File: src/rtl/mem_bus_sched.sv
// rtl/mem_bus_sched.sv - byte-serial memory bus scheduler for fetch and load/store traffic (optional MEM_BUS_FAIR_EN)
module mem_bus_sched #(
    parameter logic [1:0] IO_SEL   = 2'b11,
    parameter int         IF_BYTES = 4
) (
    input  logic        clk,
    input  logic        rst,
    input  logic        rdy,
    input  logic        flush,
    input  logic        if_req,
    input  logic [31:0] if_addr,
    input  logic        lsb_req,
    input  logic        lsb_wr,
    input  logic [2:0]  lsb_len,
    input  logic [31:0] lsb_addr,
    input  logic [31:0] lsb_wdata,
    input  logic [7:0]  mem_din,
    input  logic        io_buffer_full,
    output logic [7:0]  mem_dout,
    output logic [31:0] mem_a,
    output logic        mem_wr,
    output logic [31:0] rdata,
    output logic        if_done,
    output logic        lsb_done,
    output logic        busy
);

    typedef enum logic [1:0] {
        S_IDLE  = 2'd0,
        S_READ  = 2'd1,
        S_WRITE = 2'd2,
        S_DONE  = 2'd3
    } state_t;

    state_t      state_q, state_d;
    logic        owner_lsb_q, owner_lsb_d;
    logic [2:0]  len_q, len_d;
    logic [31:0] base_q, base_d;
    logic [31:0] wdata_q, wdata_d;
    // Write: next byte to send. Read: number of bytes already captured.
    logic [2:0]  idx_q, idx_d;
    // A read address was driven in the previous active cycle.
    logic        pend_q, pend_d;
    // rdy as seen in the previous cycle; tells whether mem_din belongs to pend_q.
    logic        rdy_q;
    logic [31:0] buf_q, buf_d;
    logic [31:0] rdata_q, rdata_d;
`ifdef MEM_BUS_FAIR_EN
    logic        last_lsb_q, last_lsb_d;
`endif

    logic        pick_lsb;
    logic        valid_cap;
    logic [2:0]  cap_n;
    logic [31:0] wr_addr;
    logic        io_stall;

    assign rdata = rdata_q;

    // Arbitration choice, only meaningful in IDLE.
    always_comb begin
        pick_lsb = lsb_req;
`ifdef MEM_BUS_FAIR_EN
        if (lsb_req && if_req && last_lsb_q) begin
            pick_lsb = 1'b0;
        end
`endif
    end

    // Next-state, datapath updates and bus outputs; nothing advances while rdy is low.
    always_comb begin
        state_d     = state_q;
        owner_lsb_d = owner_lsb_q;
        len_d       = len_q;
        base_d      = base_q;
        wdata_d     = wdata_q;
        idx_d       = idx_q;
        pend_d      = pend_q;
        buf_d       = buf_q;
        rdata_d     = rdata_q;
`ifdef MEM_BUS_FAIR_EN
        last_lsb_d  = last_lsb_q;
`endif
        mem_a       = 32'd0;
        mem_dout    = 8'd0;
        mem_wr      = 1'b0;
        if_done     = 1'b0;
        lsb_done    = 1'b0;
        busy        = (state_q != S_IDLE);
        valid_cap   = pend_q && rdy_q;
        cap_n       = idx_q + {2'b00, valid_cap};
        wr_addr     = base_q + {29'd0, idx_q};
        io_stall    = (wr_addr[17:16] == IO_SEL) && io_buffer_full;

        case (state_q)
            S_IDLE: begin
                if (rdy && !flush) begin
                    idx_d  = 3'd0;
                    pend_d = 1'b0;
                    buf_d  = 32'd0;
                    if (pick_lsb) begin
                        owner_lsb_d = 1'b1;
                        len_d       = lsb_len;
                        base_d      = lsb_addr;
                        wdata_d     = lsb_wdata;
                        state_d     = lsb_wr ? S_WRITE : S_READ;
`ifdef MEM_BUS_FAIR_EN
                        last_lsb_d  = 1'b1;
`endif
                    end else if (if_req) begin
                        owner_lsb_d = 1'b0;
                        len_d       = 3'(IF_BYTES);
                        base_d      = if_addr;
                        wdata_d     = 32'd0;
                        state_d     = S_READ;
`ifdef MEM_BUS_FAIR_EN
                        last_lsb_d  = 1'b0;
`endif
                    end
                end
            end

            S_READ: begin
                // Drive the first byte not yet captured; a byte lost to a stall is re-driven.
                if (cap_n < len_q) begin
                    mem_a = base_q + {29'd0, cap_n};
                end
                if (rdy) begin
                    if (flush) begin
                        state_d = S_IDLE;
                        pend_d  = 1'b0;
                    end else begin
                        if (valid_cap) begin
                            buf_d[{idx_q[1:0], 3'b000} +: 8] = mem_din;
                        end
                        idx_d  = cap_n;
                        pend_d = (cap_n < len_q);
                        if (cap_n == len_q) begin
                            rdata_d = buf_d;
                            state_d = S_DONE;
                        end
                    end
                end
            end

            S_WRITE: begin
                // Stores are committed, so a flush does not interrupt them.
                mem_a    = wr_addr;
                mem_dout = wdata_q[{idx_q[1:0], 3'b000} +: 8];
                mem_wr   = rdy && !io_stall;
                if (rdy && !io_stall) begin
                    idx_d = idx_q + 3'd1;
                    if (idx_q == len_q - 3'd1) begin
                        state_d = S_DONE;
                    end
                end
            end

            S_DONE: begin
                if_done  = rdy && !owner_lsb_q;
                lsb_done = rdy && owner_lsb_q;
                if (rdy) begin
                    state_d = S_IDLE;
                end
            end

            default: begin
                state_d = S_IDLE;
            end
        endcase
    end

    // State and datapath registers with synchronous active-low reset.
    always_ff @(posedge clk) begin
        if (!rst) begin
            state_q     <= S_IDLE;
            owner_lsb_q <= 1'b0;
            len_q       <= 3'd0;
            base_q      <= 32'd0;
            wdata_q     <= 32'd0;
            idx_q       <= 3'd0;
            pend_q      <= 1'b0;
            rdy_q       <= 1'b0;
            buf_q       <= 32'd0;
            rdata_q     <= 32'd0;
`ifdef MEM_BUS_FAIR_EN
            last_lsb_q  <= 1'b0;
`endif
        end else begin
            state_q     <= state_d;
            owner_lsb_q <= owner_lsb_d;
            len_q       <= len_d;
            base_q      <= base_d;
            wdata_q     <= wdata_d;
            idx_q       <= idx_d;
            pend_q      <= pend_d;
            rdy_q       <= rdy;
            buf_q       <= buf_d;
            rdata_q     <= rdata_d;
`ifdef MEM_BUS_FAIR_EN
            last_lsb_q  <= last_lsb_d;
`endif
        end
    end

endmodule

File: config.mk
export PLATFORM = sky130hd
export DESIGN_NAME = mem_bus_sched
export DESIGN_NICKNAME = d
export VERILOG_FILES = /design/src/rtl/mem_bus_sched.sv
export SDC_FILE = /design/constraint.sdc
export NUM_CORES = 1
export LEC_CHECK = 0
export BUFFER_PORTS_ARGS = -buffer_cell sky130_fd_sc_hd__buf_2
export CORE_MARGIN = 8
export CORE_UTILIZATION = 54
export CTS_BUF_LIST = sky130_fd_sc_hd__clkbuf_16
export DETAILED_ROUTE_END_ITERATION = 8
export GPL_ROUTABILITY_DRIVEN = 0
export GPL_TIMING_DRIVEN = 1
export PLACE_DENSITY = 0.78
export SLEW_MARGIN = 10
export SYNTH_ARGS = -nofsm -noshare
export SYNTH_HDL_FRONTEND = slang
export SYNTH_SLANG_ARGS = --single-unit
File: constraint.sdc
create_clock -name clk -period 3.8 [get_ports clk]
set_clock_uncertainty 0.1 [all_clocks]
set_input_delay 0.76 -clock clk [delete_from_list [all_inputs] [get_ports clk]]
set_output_delay 0.76 -clock clk [all_outputs]
set_load 0.01 [all_outputs]
### Yosys cells after proc, flatten, opt, wreduce, memory -nomap -nowiden

Index checks and enable logic that the tools add are counted.

* shifts and indexed selects: 3
* equality and inequality tests: 14
* reductions and logical operators: 20
* muxes and demuxes: 40
* div/mod/pow operators: 0
* $lt $le $gt $ge: 1
* multiply operators: 0
* $add $sub $neg: 6
* bitwise operators: 1

Operator list (count)
* $mux W32: 9
* $pmux W32 S2: 2
* $add A32 B3 Y32: 2
* $bwmux W32: 1
* $shift A8 B7 Y32 const A: 1
* $shiftx A32 B6 Y8: 1
* $shiftx A8 B7 Y32: 1
* $mux W2: 10
* $mux W3: 6
* $ne A2 B2 Y1 const B: 6
* $pmux W3 S3: 1
* $mux W1: 8
* $mux W8: 1
* $pmux W2 S4: 1
* $reduce_and A4 Y1: 2
* $neg A5 Y7: 1
* $reduce_and A7 Y1: 1
* $eq A2 B2 Y1 const B: 3
* $eq A3 B3 Y1: 2
* $logic_and A1 B1 Y1: 6
* $ne A3 B3 Y1 const B: 2
* $reduce_and A3 Y1: 2
* $reduce_bool A2 Y1: 3
* $reduce_and A5 Y1: 1
* other kinds (10): 12

* output and inout port bits: 76
* bits in registers: 139
* memory bits (writable): 0
* memories: 0
* memory bits (read-only): 0
* latch bits: 0
* bits of input ports: 115

### Depth between registers and ports, before layout

* depth after elaboration: 7
* gate-level depth with buffers: 12

### Worst setup path after synthesis

OpenSTA, ideal clock, no wires.

* path kind: register -> output
* from: register rdy_q
* to: output mem_a[21]
* path buffers: 2
* arrival time: 2884 ps
* setup slack: 56 ps
* stages on the path, launching flop included: 12
* required time: 2940 ps
* path through: dfxtp_1 and2_1 ha_1 ha_1 ha_1 nor2b_1 o21ai_0 and2_1 clkbuf_1 clkbuf_1 o21ai_0 a311oi_1

* longest elaborated chain between the ends: 5

RTL lines
* from (decl): line 45 `logic rdy_q;`
* from (signal assigned): line 197 `rdy_q <= rdy;`
* $logic_and A1 B1 Y1 *: line 90 `valid_cap = pend_q && rdy_q;`
* $add A3 B1 Y3 *: line 91 `cap_n = idx_q + {2'b00, valid_cap};`
* $add A32 B3 Y32 / $lt A3 B3 Y1 (equally long branches): line 126, 125
* $mux W32 *: line 125 `if (cap_n < len_q) begin`
* $pmux W32 S2 *: line 95 `case (state_q)`
* to (decl): line 20 `output logic [31:0] mem_a,`

Every way passes the cells marked *; elsewhere a longest branch is shown, timed or not.

### Worst setup path after layout

* from: register pend_q
* to: output mem_a[16]

* longest elaborated chain between the ends: 5

RTL lines
* from (decl): line 43 `logic pend_q, pend_d;`
* from (signal assigned): line 196 `pend_q <= pend_d;`
* $logic_and A1 B1 Y1 *: line 90
* $add A3 B1 Y3 *: line 91
* $add A32 B3 Y32 / $lt A3 B3 Y1 (equally long branches): line 126, 125
* $mux W32 *: line 125
* $pmux W32 S2 *: line 95

Marks and branches as above.

==> run_results.csv <==
group,metric,value,unit
die,core,0.0139,sq mm
die,start_util,55.4,%
setup_path,worst_ep_required_time,2940,ps
clock_tree,clkLatencyLatePin,420,ps
sta,fin_ws,-78.0,ps
worst_hold_path,hold_class,"register to register",
die,die_w,135,um
cells_and_area,final_area,0.0100,sq mm
synth,synthArstFlopShare,0,%
cells_and_area,synthToLayoutAreaGrowth,30.2,%
cells_and_area,n_fill_cell,1077,
synth,synth-seq-area-share,36.2,%
sta,tightest_slew,924,ps
cells_and_area,fin_nets,1248,
clock_tree,cts-root-buf,"clkbuf_16",
drt,ant_nets,0,
drt,first_iter_violations,763,
sta,drv_slew,0,
synth,ys.flop_type,"dfxtp_1",
cells_and_area,n_antenna_cell,0,
placement,io_buffers,190,
sta,slew-limit-headroom,38.3,%
die,rows,43,
pwr,irDropWorstVdd,442,uV
sta,rsz0062_at_grt,"yes",
pwr,leakagePower,4.02,nW
setup_path,slowest_stage,"dfxtp_2",
synth,synthCells,921,
setup_path,path_delay_family,"compound AO/OA/AOI/OAI gates",
cells_and_area,drive_gt1_share,31.0,%
placement,dpl_cell_area,0.00890,sq mm
pwr,intPower,3.12,mW
placement,place_ws,124,ps
cells_and_area,layout_common_cells,"buf_2 (190), nor2_1 (165), dfxtp_1 (134)",
drt,route.detailed.vias_per_inst,6.11,
run_status,status,"finished, violations left",
die,die_h,135,um
sta,period_needed,3880,ps
setup_path,critPathMaxFanout,3,
drt,wl,23600,um
cells_and_area,mostFrequentLayoutCell,"buf_2",
setup_path,cp_common_cell,"ha_4",
run_status,violations,"setup timing",
job,cap_violations,0,
clock_tree,clockBufferDepth,2,
synth,avgSynthCellArea,8.35,sq um
synth,syn_area,0.00769,sq mm
pwr,pwr-share-comb,23.7,%
clock_tree,ctsHtreeMaxLevel,4,
drt,drc,0,
sta,setup_viol,5,
grt,grt_pass1_vias,7497,
synth,ys_types,62,
grt,grt_pass1_wl,36900,um
sta,tns,-121,ps
setup_path,worst_path_largest_cell_delay,320,ps
synth,synth_edf_count,0,
grt,grt_overflow_total,0,
drt,wl_per_cell,18.1,um
grt,antenna_found_initial,0,
sta,max_freq,258,MHz
sta,period_share,102,%
clock_tree,cts_sinks,139,
drt,drt-pass1-iter-count,5,
setup_path,cp_num_buf_inv,1,
pwr,switchingPower,1.42,mW
pwr,power,4.54,mW
setup_path,critPathArrivalTime,3020,ps
setup_path,crit_chain,"and2_4 > ha_4 > ha_4 > xor2_4 > ha_4 > a21o_1 > nand2_2 > nor3_4 > o2bb2ai_1 > a31oi_1 > a311oi_2 > buf_2",
die,die_area,0.0183,sq mm
die,io_pins,191,
pwr,p_clk_share,39.2,%
setup_path,start_kind,"register",
grt,grt_usage,24.7,%
placement,dp_hpwl,15700,um
sta,final-hold-violation-count,0,
drt,vias,7947,
clock_tree,path_clk_slew,60,ps
grt,grt_max_degree,79,
sta,whs,385,ps
clock_tree,cts_buffers,17,
clock_tree,tritoncts,"done",
synth,ys_ff_latch,139,
pwr,pwr-share-seq,37.1,%
synth,syn-num-nets,1061,
setup_path,crit_type,"register to primary output",
pwr,netSwitchingFraction,31.4,%
setup_path,end_kind,"primary output",
pwr,power_density,453,mW/mm^2
synth,yosysWarnings,0,
[routing by layer]
metal	up-vias	global-route usage [%]	share of wire [%]
li1	3776	-	-
met2	418	39.5	47
met3	81	5.45	8.1
met1	3672	31.4	42
met5	-	0	0
met4	0	10.2	3.4
[layout make-up]
cell class	instances	area (sq um)	area share, %
multi-input cells	693	4940	49.3
clock buffers	17	425	4.25
inverters	21	81.3	0.812
clock inverters	15	205	2.05
well taps	180	225	2.25
flip-flops and latches	139	2790	27.8
repair buffers	236	1350	13.5
[timing repair]
action | 4_1_cts | 5_1_grt
gates cloned | 0 | 2
endpoints found under the setup margin | 33 | 30
gates resized for setup | 29 | 66
endpoints found under the hold margin | 0 | 0
pin swaps | 12 | 35
buffers inserted | 7 | 4
hold buffers | 0 | 0
[path summary, 6_finish.rpt]
| kind | slack, ps | startpoint | endpoint | cells past startpoint |
|---|---|---|---|---|
| worst max-delay path | -80 | pend_q | mem_a[16] | 12 |
| worst min-delay path | 390 | rdata[29] | rdata[29] | 2 |
| worst max register to register | 860 | idx_q[0] | buf_q[16] | 9 |
| worst min register to register | 390 | rdata[29] | rdata[29] | 2 |
[cells in the mapped netlist (9+ instances only)]
master / instances / area share, %
a21oi_1: 45 / 2.9
nor2b_1: 22 / 1.8
nor3_1: 15 / 0.98
ha_1: 23 / 3.7
nand3_1: 12 / 0.78
dfxtp_1: 139 / 36
clkbuf_1: 53 / 2.6
a22oi_1: 72 / 7.0
mux2i_1: 49 / 6.4
and2_1: 13 / 1.1
buf_2: 10 / 0.65
a22o_1: 16 / 1.8
and3_1: 9 / 0.73
nor2_1: 171 / 8.3
o21ai_0: 40 / 2.6
inv_1: 19 / 0.93
a211oi_1: 58 / 5.7
nand2_1: 46 / 2.2
[power by group through the flow]
stage	Combinational [mW]	Clock [mW]	Sequential, mW
after floorplan	0.682	0	1.67
after global placement	0.979	0	1.70
after detailed placement	0.996	0	1.70
after CTS	1.02	1.80	1.67
after global routing	1.17	1.86	1.70
final	1.08	1.78	1.69
[flip-flops by register name (all words and copies together), names as in the netlist]
signal       cells
base_q          32
buf_q           32
rdata           32
wdata_q         32
idx_q            3
len_q            3
state_q          2
owner_lsb_q      1
pend_q           1
rdy_q            1
[stage by stage]
step	instances	util, %
floorplan	921	-
global route	1301	72.2
detailed placement	1257	64.1
CTS	1296	70.2
finish	1301	72.2
global placement	1257	64.1
[cell families after synthesis]
logic type	share of synthesized area (%)
fa+ha+maj	4.26
compound gates	26.1
mux	8.72
simple gates	19.3
flops	36.2
xor+xnor	0.911
buf+inv	4.51
[worst reg2reg max path, stage by stage (launching register included)]
cell and delay (ps):
dfxtp_2 340, buf_4 230, inv_1 190, ha_1 170, nand3_1 340, nor4b_2 920
a22oi_1 260, nor2b_1 180, a21oi_1 50, nor2_1 100
Power figures use the tool's default switching activity.
